<file path="config.mk">
export PLATFORM = sky130hd
export DESIGN_NAME = apb_reg_slave
export DESIGN_NICKNAME = d
export VERILOG_FILES = /design/src/rtl/apb_pkg.sv /design/src/rtl/apb_reg_bank.sv /design/src/rtl/apb_reg_slave.sv
export SDC_FILE = /design/constraint.sdc
export NUM_CORES = 1
export LEC_CHECK = 0
export BUFFER_PORTS_ARGS = -buffer_cell sky130_fd_sc_hd__clkbuf_2
export CAP_MARGIN = 15
export CORE_AREA = 2 2 123 149
export CTS_BUF_LIST = sky130_fd_sc_hd__clkbuf_4 sky130_fd_sc_hd__clkbuf_8
export DETAILED_ROUTE_END_ITERATION = 6
export DIE_AREA = 0 0 125 151
export GPL_ROUTABILITY_DRIVEN = 0
export PLACE_DENSITY = 0.86
export SLEW_MARGIN = 30
export SYNTH_ARGS = -nofsm -noshare
export SYNTH_HDL_FRONTEND = slang
export SYNTH_SLANG_ARGS = --single-unit
</file>
<file path="constraint.sdc">
create_clock -name clk -period 3.6 [get_ports clk]
set_input_delay 0.72 -clock clk [delete_from_list [all_inputs] [get_ports clk]]
set_output_delay 0.72 -clock clk [all_outputs]
set_load 0.01 [all_outputs]
</file>
<file path="src/rtl/apb_pkg.sv">
`default_nettype none
// ============================================================================
// Module      : apb_pkg
// Description : Shared types and constants for the APB register completer.
// Revision    : 1.0 - initial release
// ============================================================================
package apb_pkg;

    localparam int APB_ADDR_W = 32;
    localparam int APB_DATA_W = 32;

    // Transfer state of the completer.
    typedef enum logic [0:0] {
        IDLE   = 1'b0,
        ACCESS = 1'b1
    } apb_state_e;

    // Number of index bits needed to address a bank of n registers.
    function automatic int idx_width(input int n);
        return (n <= 2) ? 1 : $clog2(n);
    endfunction

endpackage
`default_nettype wire

</file>
<file path="src/rtl/apb_reg_bank.sv">
`default_nettype none
// ============================================================================
// Module      : apb_reg_bank
// Description : Register storage with one write port and a combinational
//               read mux. Entry 0 is a read-only ID constant.
// Revision    : 1.0 - initial release
// ============================================================================
module apb_reg_bank
    import apb_pkg::*;
#(
    parameter int                    NUM_REGS = 8,
    parameter logic [APB_DATA_W-1:0] ID_VALUE = 32'hA5B0_0001
) (
    input  logic                             clk,
    input  logic                             rst,
    input  logic                             we_i,
    input  logic [idx_width(NUM_REGS)-1:0]   widx_i,
    input  logic [APB_DATA_W-1:0]            wdata_i,
    input  logic [idx_width(NUM_REGS)-1:0]   ridx_i,
    output logic [APB_DATA_W-1:0]            rdata_o
);

    localparam int IDX_W = idx_width(NUM_REGS);

    logic [APB_DATA_W-1:0] w_regs [NUM_REGS];

    genvar gi;
    generate
        for (gi = 0; gi < NUM_REGS; gi++) begin : g_entry
            if (gi == 0) begin : g_id
                assign w_regs[gi] = ID_VALUE;
            end else begin : g_reg
                logic [APB_DATA_W-1:0] data_q;
                // Storage for one writable register, cleared by reset.
                always_ff @(posedge clk or negedge rst) begin
                    if (!rst) begin
                        data_q <= '0;
                    end else if (we_i && (widx_i == IDX_W'(gi))) begin
                        data_q <= wdata_i;
                    end
                end
                assign w_regs[gi] = data_q;
            end
        end
    endgenerate

    assign rdata_o = w_regs[ridx_i];

endmodule
`default_nettype wire

</file>
<file path="src/rtl/apb_reg_slave.sv">
`default_nettype none
// ============================================================================
// Module      : apb_reg_slave
// Description : APB completer serving a bank of 32-bit registers in a fixed
//               address window. Register 0 holds a read-only ID. Misses and
//               writes to register 0 answer with pslverr.
//               Optional macro APB_REG_SLAVE_WAIT_EN enables insertion of
//               WAIT_CYCLES wait states in every access phase.
// Revision    : 1.0 - initial release
// ============================================================================
module apb_reg_slave
    import apb_pkg::*;
#(
    parameter logic [APB_ADDR_W-1:0] BASE_ADDR   = 32'hDEAD_CAE0,
    parameter int                    NUM_REGS    = 8,
    parameter int                    WAIT_CYCLES = 2,
    parameter logic [APB_DATA_W-1:0] ID_VALUE    = 32'hA5B0_0001
) (
    input  logic                           clk,
    input  logic                           rst,
    input  logic                           psel_i,
    input  logic                           penable_i,
    input  logic [APB_ADDR_W-1:0]          paddr_i,
    input  logic                           pwrite_i,
    input  logic [APB_DATA_W-1:0]          pwdata_i,
    output logic                           pready_o,
    output logic [APB_DATA_W-1:0]          prdata_o,
    output logic                           pslverr_o,
    output logic                           wr_pulse_o,
    output logic [idx_width(NUM_REGS)-1:0] wr_idx_o
);

    localparam int IDX_W   = idx_width(NUM_REGS);
    localparam int DEC_LSB = IDX_W + 2;

    // Transfer context latched in the setup phase.
    apb_state_e        state_q;
    logic              write_q;
    logic              err_q;
    logic [IDX_W-1:0]  idx_q;
    logic              wr_pulse_q;
    logic [IDX_W-1:0]  wr_idx_q;

    logic                  w_hit;
    logic [IDX_W-1:0]      w_idx;
    logic                  w_err;
    logic                  w_cnt_zero;
    logic                  w_ready;
    logic                  w_we;
    logic [APB_DATA_W-1:0] w_rdata;

    // Window decode: byte offset bits [1:0] are ignored.
    assign w_hit = (paddr_i[APB_ADDR_W-1:DEC_LSB] == BASE_ADDR[APB_ADDR_W-1:DEC_LSB]);
    assign w_idx = paddr_i[DEC_LSB-1:2];
    assign w_err = !w_hit || (pwrite_i && (w_idx == '0));

`ifdef APB_REG_SLAVE_WAIT_EN
    logic [3:0] cnt_q;
    assign w_cnt_zero = (cnt_q == 4'd0);
`else
    assign w_cnt_zero = 1'b1;
`endif

    // pready depends only on registered state, never on itself.
    assign w_ready = (state_q == ACCESS) && w_cnt_zero;
    assign w_we    = w_ready && psel_i && penable_i && write_q && !err_q;

    // Transfer FSM: setup latching, wait countdown, completion and abort.
    always_ff @(posedge clk or negedge rst) begin
        if (!rst) begin
            state_q <= IDLE;
            write_q <= 1'b0;
            err_q   <= 1'b0;
            idx_q   <= '0;
`ifdef APB_REG_SLAVE_WAIT_EN
            cnt_q   <= 4'd0;
`endif
        end else begin
            case (state_q)
                IDLE: begin
                    if (psel_i && !penable_i) begin
                        write_q <= pwrite_i;
                        err_q   <= w_err;
                        idx_q   <= w_idx;
`ifdef APB_REG_SLAVE_WAIT_EN
                        cnt_q   <= 4'(WAIT_CYCLES);
`endif
                        state_q <= ACCESS;
                    end
                end
                ACCESS: begin
                    if (!psel_i) begin
                        state_q <= IDLE;
                    end else if (w_ready && penable_i) begin
                        state_q <= IDLE;
                    end
`ifdef APB_REG_SLAVE_WAIT_EN
                    if (!w_cnt_zero) begin
                        cnt_q <= cnt_q - 4'd1;
                    end
`endif
                end
                default: state_q <= IDLE;
            endcase
        end
    end

    // Write-commit notification: pulse and sticky index one cycle after commit.
    always_ff @(posedge clk or negedge rst) begin
        if (!rst) begin
            wr_pulse_q <= 1'b0;
            wr_idx_q   <= '0;
        end else begin
            wr_pulse_q <= w_we;
            if (w_we) begin
                wr_idx_q <= idx_q;
            end
        end
    end

    apb_reg_bank #(
        .NUM_REGS (NUM_REGS),
        .ID_VALUE (ID_VALUE)
    ) u_bank (
        .clk     (clk),
        .rst     (rst),
        .we_i    (w_we),
        .widx_i  (idx_q),
        .wdata_i (pwdata_i),
        .ridx_i  (idx_q),
        .rdata_o (w_rdata)
    );

    assign pready_o   = w_ready;
    assign pslverr_o  = w_ready && err_q;
    assign prdata_o   = (w_ready && !err_q && !write_q) ? w_rdata : '0;
    assign wr_pulse_o = wr_pulse_q;
    assign wr_idx_o   = wr_idx_q;

endmodule
`default_nettype wire

</file>
==> run_results.csv, run 1 <==
group,metric,value,unit
yosys,syn_avg_cell_area,15.55,sq um
critical_path,required,2.88,ns
yosys,yosysWarnings,0,
pwr,combPwrFrac,0.089,
pwr,p_int,4.236,mW
critical_path,crit_chain,"buf_4 > mux4_2 > nor2b_1 > nor3_1 > clkbuf_2",
yosys,ys_ff_latch,234,
drt,drt_first_pass_iters,4,
pwr,p_leak,6.425,nW
drt,vias_per_cell,6.286,
sta,setup_viol,0,
cts,numCtsBuffers,38,
placed_design,dpl.hpwl,15210,um
sta,hold_violations,0,
sta,setup_ws,0.1558,ns
critical_path,slowest_stage,"dfrtp_4",
pwr,p_per_area,447.5,nW/um^2
critical_path,critPathKind,"reg -> out",
pwr,vdd_drop_max,311.6,uV
critical_path,endpoint_kind,"output pin",
finish,drive_gt1_frac,0.5642,
yosys,yosys.area.top_type_share,0.5274,
sta,fmax,290.3,MHz
cts,cts_buffer_depth,3,
sta,whs,0.1683,ns
cts,cts.sinks,234,
yosys,syn_inst,714,
global_routing,antenna_found_initial,1,
critical_path,critPathMaxStageDelay,0.80,ns
drt,drt_iter0_drc,358,
run_status,run_status,"finished, final reports clean",
placed_design,dpl.cell_count,1004,
critical_path,crit_arrival,2.72,ns
global_routing,grt_max_degree,86,
pwr,p_switching,1.412,mW
pwr,swShare,0.2501,
placed_design,port_buffers,104,
sta,worstMarginPinSlew,0.8637,ns
sta,min_period,3.444,ns
sta,rsz0062_at_grt,"false",
die,start_util,0.6390,
cts,postCtsSetupBuffers,0,
global_routing,grt_usage,0.2751,
cts,ctsHoldBuffers,0,
global_routing,grt.overflow.total,0,
drt,routed_wl,25030,um
critical_path,critPathTopFamily,"flip-flops",
die,die-height,151,um
die,core,17370,sq um
finish,nNetsFinal,893,
min_path,hp-class,"in -> async",
cts,clock_latency,0.54,ns
yosys,synth_area_leaders,"dfrtp_1 (53%), mux2_2 (16%), mux2_4 (12%)",
pwr,p_seq_frac,0.490,
critical_path,worst_setup_path_start_kind,"flop",
cts,clk_pin_slew,0.06,ns
critical_path,crit_fanout,39,
yosys,yosys.area.top_type,"dfrtp_1",
yosys,synth_nets,783,
global_routing,grt_pass1_vias,7673,
critical_path,critPathBufInv,2,
drt,drc,0,
die,die-area,18880,sq um
cts,cts_tree,"built",
cts,ctsHtreeMaxLevel,2,
finish,area_delta_synth_final,13.70,%
cts,cts_resized,0,
placed_design,dp_slack,0.7143,ns
yosys,synth_cell_types,30,
sta,finalSetupTns,0,ns
sta,fin_worst_skew,0.01716,ns
sta,finalMaxSlewViolations,0,
cts,root_buffer,"clkbuf_8",
sta,slew-limit-headroom,0.4242,
global_routing,grt_pass1_wl,40810,um
critical_path,cp-startpoint,"idx_q[0]$_DFFE_PN0P_",
run,cap_violations,0,
pwr,finalPower,5.648,mW
die,die_w,125,um
die,io_pins,107,
pwr,clkPwrFrac,0.421,
yosys,yosysSeqAreaShare,0.5274,
critical_path,reg2reg_from,"idx_q[0]$_DFFE_PN0P_",
drt,wire_per_inst,23.40,um
finish,final_cell_count_no_fill,1070,
drt,ant_nets,0,
yosys,netlist_area,11100,sq um
drt,route.vias.total,6726,
die,num_rows,53,
sta,post-route-period-util,0.9567,
==> path summary, 6_finish.rpt <==
path                                                                  end  slack [ns]  cells past startpoint
max                                                           prdata_o[5]        0.16                      5
min                         u_bank.g_entry[3].g_reg.data_q[6]$_DFFE_PN0P_        0.17                      1
max reg2reg                u_bank.g_entry[2].g_reg.data_q[18]$_DFFE_PN0P_        0.79                      6
min reg2reg                u_bank.g_entry[6].g_reg.data_q[10]$_DFFE_PN0P_        0.49                      1
max in group asynchronous  u_bank.g_entry[5].g_reg.data_q[23]$_DFFE_PN0P_        2.41                      2
min in group clk                                       pready_o$_DFF_PN0_        0.38                      2
==> per-layer routing <==
metal | vias up | track usage | part of all wire
li1 | 2898 | - | -
met1 | 3575 | 0.3377 | 0.39
met2 | 207 | 0.4853 | 0.53
met3 | 46 | 0.05510 | 0.056
met4 | 0 | 0.1061 | 0.022
met5 | - | 0 | 0
==> cells in the final DEF, fill, tap and decap left out, types with 2 or more instances in the layout <==
cell type and instances:
nand2b_1 9, nand2_1 2, nand4_1 5, clkbuf_2 103, a2bb2oi_1 8, nand4b_1 2
nand4bb_1 2, nor3b_1 2, clkbuf_8 49, dfrtp_1 231, dfrtp_4 2, mux2_2 157
buf_4 18, nor2_1 2, clkbuf_4 13, mux2_4 90, buf_12 5, mux2i_1 8
a221oi_1 24, and2_1 2, mux4_2 32, clkinv_2 3, and4b_2 3, nor2b_1 26
mux2_1 8, nor3_1 24, nor4_1 2, o211a_1 8
==> power by group through the flow <==
stage | Sequential (mW) | Combinational [mW] | Clock (mW)
after floorplan | 2.72 | 0.366 | 0
after global placement | 2.81 | 0.478 | 0
after detailed placement | 2.82 | 0.500 | 0
after CTS | 2.77 | 0.504 | 2.42
after global routing | 2.78 | 0.546 | 2.53
final | 2.77 | 0.501 | 2.38
==> flip-flops by register name (all words and copies together), names as in the netlist <==
register / flops
write_q: 1
wr_idx_o: 3
err_q: 1
idx_q: 3
wr_pulse_o: 1
u_bank.g_entry.g_reg.data_q: 224
pready_o: 1
==> synth_stat cells <==
master and number:
mux2_1 8, nor3b_1 2, a41oi_1 1, nand4b_1 2, or3b_2 1, nand2b_1 9, nand4_1 5, nor2b_1 27
clkbuf_1 18, nor4b_1 1, buf_4 2, nor3_1 24, buf_2 28, a2bb2oi_1 8, mux2_4 90, and4b_1 4
buf_6 9, nor2_1 2, inv_1 1, mux4_2 32, mux2_2 157, nor4bb_1 1, and2_1 2, nand2_1 2
dfrtp_1 234, o211a_1 8, nor4_1 2, a221oi_1 24, nand4bb_1 2, mux2i_1 8
==> area by class of cell <==
cell class | count | area, sq um
Clock buffer | 62 | 772.0
Fill cell | 1053 | 4751
Inverter | 1 | 3.754
Sequential cell | 234 | 5864
Tap cell | 220 | 275.3
Timing Repair Buffer | 127 | 765.7
Multi-Input combinational cell | 422 | 4925
Antenna cell | 1 | 2.502
Clock inverter | 3 | 15.01
==> through the flow <==
stage / utilization / area, sq um
after global placement: 0.6811 / 11830
after global routing: 0.7266 / 12620
final: 0.7266 / 12620
after floorplan: - / 11100
after detailed placement: 0.6811 / 11830
after CTS: 0.7264 / 12620
==> kinds of logic (layout without fill, tap and decap cells) <==
| group | Yosys count | count (layout) | synth area share |
|---|---|---|---|
| buffers and inverters | 58 | 193 | 0.02953 |
| flip-flops | 234 | 234 | 0.5274 |
| multiplexers | 295 | 295 | 0.3612 |
| AO/OA/AOI/OAI | 41 | 41 | 0.03325 |
| other | 0 | 1 | 0 |
| AND/OR/NAND/NOR | 86 | 86 | 0.04857 |
Power figures use the tool's default switching activity.
==> run 2, diff against run 1 <==
--- a/config.mk
+++ b/config.mk
@@ -5,6 +5,7 @@
 export SDC_FILE = /design/constraint.sdc
 export NUM_CORES = 1
 export LEC_CHECK = 0
+export ABC_CLOCK_PERIOD_IN_PS = 3990
 export BUFFER_PORTS_ARGS = -buffer_cell sky130_fd_sc_hd__clkbuf_2
 export CAP_MARGIN = 15
 export CORE_AREA = 2 2 123 149
==> constraint.sdc (replaced) <==
create_clock -name clk -period 3.99 [get_ports clk]
set_input_delay 0.1995 -clock clk [delete_from_list [all_inputs] [get_ports clk]]
set_output_delay 0.1995 -clock clk [all_outputs]
set_load 0.01 [all_outputs]
==> run 2 against run 1 <==
Against the previous run:
- clock skew up 0.012 ns
- global-route usage increased by 0.21 points
- flip-flop and latch count did not move
- largest cell class unchanged
- highest routed layer unchanged
==> run_results.csv, run 2 (synthesized netlist as in run 1, its figures left out) <==
group,metric,value,unit
finish,largest_register,"u_bank.g_entry.g_reg.data_q",
critical_path,crit_arrival,3.00,ns
placed_design,port_buffers,104,
global_routing,use_met1,0.3454,
cts,root_buffer,"clkbuf_8",
finish,area_delta_synth_final,16.74,%
cts,numCtsBuffers,38,
min_path,min_to,"u_bank.g_entry[3].g_reg.data_q[0]$_DFFE_PN0P_",
sta,finalSetupTns,0,ns
critical_path,reg2reg_from,"idx_q[0]$_DFFE_PN0P_",
drt,vias_per_cell,6.131,
min_path,hp-start,"pwdata_i[0]",
die,die-height,151,um
die,num_rows,53,
critical_path,worst_setup_path_start_kind,"flop",
run,cap_violations,0,
drt,ant_nets,0,
sta,fin_worst_skew,0.02891,ns
run_status,run_status,"finished, final reports clean",
critical_path,crit_chain,"buf_4 > mux2_2 > a221oi_1 > nor3_1 > clkbuf_2",
sta,hold_violations,0,
global_routing,antenna_found_initial,0,
drt,drt_first_pass_iters,4,
sta,setup_viol,0,
pwr,p_leak,6.564,nW
min_path,worst_hold_path.num_cells,2,
drt,drc,0,
min_path,hp-class,"in -> reg",
drt,routed_wl,25150,um
finish,layout_commonest_cell,"dfrtp_1",
die,die_w,125,um
cts,clock_latency,0.55,ns
pwr,vdd_drop_max,395.8,uV
critical_path,regToRegSetupSlack,1.20,ns
critical_path,cp-startpoint,"idx_q[1]$_DFFE_PN0P_",
sta,slew-limit-headroom,0.4622,
sta,post-route-period-util,0.8024,
sta,min_period,3.202,ns
finish,fin_util,0.7459,
die,io_pins,107,
finish,n_antenna_cell,0,
pwr,p_per_area,388.7,nW/um^2
die,core,17370,sq um
cts,cts_tree,"built",
placed_design,dpl.hpwl,14850,um
cts,clk_pin_slew,0.07,ns
global_routing,grt_usage,0.2773,
finish,layout_common_cells,"dfrtp_1 (231), mux2_2 (157), clkbuf_2 (103), mux2_4 (90), clkbuf_8 (43)",
sta,rsz0062_at_grt,"false",
global_routing,use_met2,0.4927,
global_routing,grt_util_met3,0.04910,
cts,cts_buffer_depth,3,
critical_path,critPathMaxStageDelay,0.70,ns
critical_path,reg2reg_to,"u_bank.g_entry[7].g_reg.data_q[9]$_DFFE_PN0P_",
die,start_util,0.6390,
finish,nNetsFinal,930,
critical_path,critPathKind,"reg -> out",
critical_path,critPathTopFamily,"buffers and inverters",
global_routing,grt.overflow.total,0,
sta,worstMarginPinSlew,0.8043,ns
critical_path,endpoint_kind,"output pin",
drt,drt_iter0_drc,458,
critical_path,slowest_stage,"buf_4",
global_routing,busiest_layer,"met2",
cts,cts.sinks,234,
critical_path,critPathBufInv,2,
finish,final_area,12960,sq um
drt,wire_per_inst,22.70,um
placed_design,dpl.cell_count,999,
critical_path,ff2ff_path_depth,4,
drt,route.vias.total,6793,
placed_design,placed_area,11770,sq um
finish,largest_reg_flops,224,
finish,final_cell_count_no_fill,1108,
cts,ctsHtreeMaxLevel,2,
sta,finalMaxSlewViolations,0,
die,die-area,18880,sq um
critical_path,crit_fanout,47,
global_routing,grt_pass1_wl,41300,um
global_routing,grt_max_degree,134,
sta,fmax,312.3,MHz
finish,drive_gt1_frac,0.5372,
critical_path,required,3.79,ns
global_routing,grt_pass1_vias,7782,
pwr,finalPower,5.038,mW
==> run 2: through the flow <==
step	hold WS [ns]	worst slack, ns
6_report	0.01103	0.7883
5_1_grt	0.02764	0.6238
4_1_cts	0.00008893	0.7633
3_5_place_dp	0.3833	1.162
3_3_place_gp	0.3497	1.280
2_1_floorplan	-0.09609	2.190
==> run 2: worst max path at each step <==
stage / slack (ns) / endpoint / cells past startpoint
floorplan: 2.19 / prdata_o[10] / 5
global placement: 1.28 / u_bank.g_entry[7].g_reg.data_q[7]$_DFFE_PN0P_ / 4
detailed placement: 1.16 / u_bank.g_entry[7].g_reg.data_q[9]$_DFFE_PN0P_ / 4
CTS: 0.76 / prdata_o[9] / 5
global route: 0.62 / prdata_o[1] / 5
finish: 0.79 / prdata_o[15] / 5
==> run 2: per-layer routing <==
metal	up-vias	share of wire
met5	-	0
met4	0	0.019
met3	48	0.041
met2	182	0.53
met1	3599	0.41
li1	2964	-
==> run 2: area by class of cell <==
type	instances	area [sq um]
clock buffers	55	681.9
clock inverters	12	68.82
fillers	1048	4414
inverters	1	3.754
multi-input cells	422	4925
flip-flops and latches	234	5864
well taps	220	275.3
repair buffers	164	1141
==> run 2: report_power, final <==
| part | total (mW) | internal (mW) | switching, mW |
|---|---|---|---|
| registers | 2.48 | 2.40 | 0.0817 |
| clock network | 2.07 | 1.11 | 0.959 |
| logic | 0.488 | 0.221 | 0.268 |
==> run 2: repair_timing <==
item,in CTS,in global routing
buffers inserted,0,0
hold buffers,41,0
resized for setup,0,0
setup endpoints to repair,0,0
hold endpoints to repair,326,0
==> run 3, diff against run 2 <==
--- a/config.mk
+++ b/config.mk
@@ -5,15 +5,15 @@
 export SDC_FILE = /design/constraint.sdc
 export NUM_CORES = 1
 export LEC_CHECK = 0
-export ABC_CLOCK_PERIOD_IN_PS = 3990
+export ABC_CLOCK_PERIOD_IN_PS = 2800
 export BUFFER_PORTS_ARGS = -buffer_cell sky130_fd_sc_hd__clkbuf_2
 export CAP_MARGIN = 15
-export CORE_AREA = 2 2 123 149
+export CORE_AREA = 2 2 132 160
 export CTS_BUF_LIST = sky130_fd_sc_hd__clkbuf_4 sky130_fd_sc_hd__clkbuf_8
 export DETAILED_ROUTE_END_ITERATION = 6
-export DIE_AREA = 0 0 125 151
+export DIE_AREA = 0 0 134 162
 export GPL_ROUTABILITY_DRIVEN = 0
-export PLACE_DENSITY = 0.86
+export PLACE_DENSITY = 0.79
 export SLEW_MARGIN = 30
 export SYNTH_ARGS = -nofsm -noshare
 export SYNTH_HDL_FRONTEND = slang
==> constraint.sdc (replaced) <==
create_clock -name clk -period 2.8 [get_ports clk]
set_input_delay 0.14 -clock clk [delete_from_list [all_inputs] [get_ports clk]]
set_output_delay 0.14 -clock clk [all_outputs]
set_load 0.01 [all_outputs]
==> run 3 against run 2 <==
Against the previous run:
- clock power increased by 44%
- clock skew is 0.014 ns lower
- cell area grew 1.2%
- worst hold slack better by 0.20 ns
- routed wire length is 0.62% higher
- worst setup slack worse by 0.72 ns
- highest routed layer unchanged
- die area grew 15%
- flip-flop and latch count stayed put
- critical endpoint is now prdata_o[18]
==> run_results.csv, run 3 (synthesized netlist as in run 1, its figures left out) <==
group,metric,value,unit
run_status,run_status,"finished, final reports clean",
drt,route.vias.total,6846,
sta,worstMarginPinSlew,0.8111,ns
drt,wire_per_inst,21.74,um
sta,rsz0062_at_grt,"false",
pwr,combPwrFrac,0.106,
sta,hold_violations,0,
critical_path,critPathKind,"reg -> out",
finish,nNetsFinal,942,
critical_path,ff2ff_path_depth,5,
global_routing,grt_usage,0.2432,
critical_path,crit_arrival,2.60,ns
finish,largest_register,"u_bank.g_entry.g_reg.data_q",
cts,root_buffer,"clkbuf_8",
drt,drt_first_pass_iters,5,
drt,routed_wl,25310,um
sta,slew-limit-headroom,0.4581,
finish,drive_gt1_frac,0.5417,
cts,clk_pin_slew,0.06,ns
critical_path,regToRegSetupSlack,0.45,ns
critical_path,endpoint_kind,"output pin",
cts,ctsHtreeMaxLevel,2,
cts,cts_tree,"built",
critical_path,crit_fanout,24,
drt,vias_per_cell,5.881,
finish,fillCellCount,1457,
die,die_w,134,um
critical_path,reg2reg_from,"idx_q[0]$_DFFE_PN0P_",
run,cap_violations,0,
critical_path,cp-startpoint,"write_q$_DFFE_PN0P_",
die,io_pins,107,
die,core,20040,sq um
critical_path,required,2.66,ns
cts,cts_buffer_depth,3,
finish,final_cell_count_no_fill,1164,
critical_path,worst_setup_path_start_kind,"flop",
finish,layout_common_cells,"dfrtp_1 (231), mux2_2 (157), clkbuf_2 (103), mux2_4 (90), clkbuf_8 (47)",
drt,ant_nets,0,
pwr,p_seq_frac,0.483,
critical_path,reg2reg_to,"u_bank.g_entry[1].g_reg.data_q[17]$_DFFE_PN0P_",
finish,layout_commonest_cell,"dfrtp_1",
pwr,p_switching,1.815,mW
placed_design,port_buffers,104,
pwr,swShare,0.2503,
cts,clock_latency,0.53,ns
cts,numCtsBuffers,39,
finish,largest_reg_flops,224,
cts,cts.sinks,234,
finish,final_area,13120,sq um
sta,finalMaxSlewViolations,0,
placed_design,placed_area,11900,sq um
finish,n_antenna_cell,0,
global_routing,antenna_found_initial,0,
placed_design,dpl.cell_count,1054,
drt,drt_iter0_drc,394,
drt,drc,0,
die,start_util,0.5540,
die,num_rows,57,
sta,fmax,365.4,MHz
global_routing,grt.overflow.total,0,
min_path,hp-class,"in -> async",
sta,setup_viol,0,
pwr,vdd_drop_max,388.3,uV
critical_path,crit_path_end,"prdata_o[18]",
placed_design,dp_slack,0.5184,ns
sta,post-route-period-util,0.9774,
pwr,p_per_area,552.9,nW/um^2
die,die-height,162,um
pwr,clkPwrFrac,0.411,
global_routing,grt_max_degree,96,
sta,setup_ws,0.06336,ns
placed_design,dpl.hpwl,15450,um
sta,fin_worst_skew,0.01508,ns
global_routing,grt_pass1_vias,7786,
pwr,p_leak,6.631,nW
die,die-area,21710,sq um
sta,finalSetupTns,0,ns
pwr,p_int,5.436,mW
finish,area_delta_synth_final,18.13,%
global_routing,grt_pass1_wl,41510,um
sta,min_period,2.737,ns
==> run 3: layout make-up <==
cell class	count	area [sq um]	share of cell area
clock buffers	59	737.0	0.05619
clock inverters	8	40.04	0.003053
inverters	1	3.754	0.0002862
multi-input cells	422	4925	0.3755
flip-flops and latches	234	5864	0.4471
well taps	265	331.6	0.02528
repair buffers	175	1214	0.09254
==> run 3: repair_timing <==
action | in CTS | in global routing
hold buffers | 42 | 0
pin swaps | 0 | 0
gates cloned | 0 | 0
setup endpoints to repair | 6 | 15
gates resized for setup | 1 | 0
hold endpoints to repair | 311 | 0
setup buffers | 0 | 1
==> run 3: routing by layer <==
| layer | track usage | wire length, um | part of all wire | vias to the layer above |
|---|---|---|---|---|
| li1 | - | - | - | 2983 |
| met5 | 0 | 0 | 0 | - |
| met2 | 0.4277 | 13290 | 0.53 | 209 |
| met4 | 0.09236 | 652 | 0.026 | 0 |
| met1 | 0.2971 | 10100 | 0.40 | 3599 |
| met3 | 0.04713 | 1263 | 0.050 | 55 |
==> run 3: power by group through the flow <==
| stage | clock [mW] | combinational (mW) | sequential [mW] |
|---|---|---|---|
| after floorplan | 0 | 0.471 | 3.49 |
| after global placement | 0 | 0.671 | 3.57 |
| after detailed placement | 0 | 0.704 | 3.57 |
| after CTS | 3.05 | 0.752 | 3.51 |
| after global routing | 3.22 | 0.833 | 3.51 |
| final | 2.98 | 0.766 | 3.50 |
==> run 3: worst min path at each step <==
stage                 from                                       endpoint  slack (ns)  cells after the start
floorplan              rst                              err_q$_DFFE_PN0P_       -0.16                      0
detailed placement     rst  u_bank.g_entry[3].g_reg.data_q[5]$_DFFE_PN0P_        0.18                      1
finish                 rst  u_bank.g_entry[3].g_reg.data_q[5]$_DFFE_PN0P_        0.21                      2
global route        psel_i                           idx_q[1]$_DFFE_PN0P_        0.21                      3
CTS                 psel_i                           idx_q[2]$_DFFE_PN0P_        0.17                      3
global placement       rst  u_bank.g_entry[3].g_reg.data_q[5]$_DFFE_PN0P_        0.16                      1
==> run 3: through the flow <==
| stage | hold WS (ns) | util | total power, mW |
|---|---|---|---|
| after floorplan | -0.1556 | - | 3.965 |
| after global placement | 0.1573 | 0.5939 | 4.238 |
| after detailed placement | 0.1785 | 0.5939 | 4.274 |
| after CTS | 0.1731 | 0.6539 | 7.313 |
| after global routing | 0.2064 | 0.6544 | 7.566 |
| final | 0.2074 | 0.6544 | 7.251 |
==> run 3: worst max-delay path, cell delays in order, from the launching register on <==
cell      delay, ns
dfrtp_1        0.49
or3b_2         0.81
nor3_1         0.52
clkbuf_2       0.23
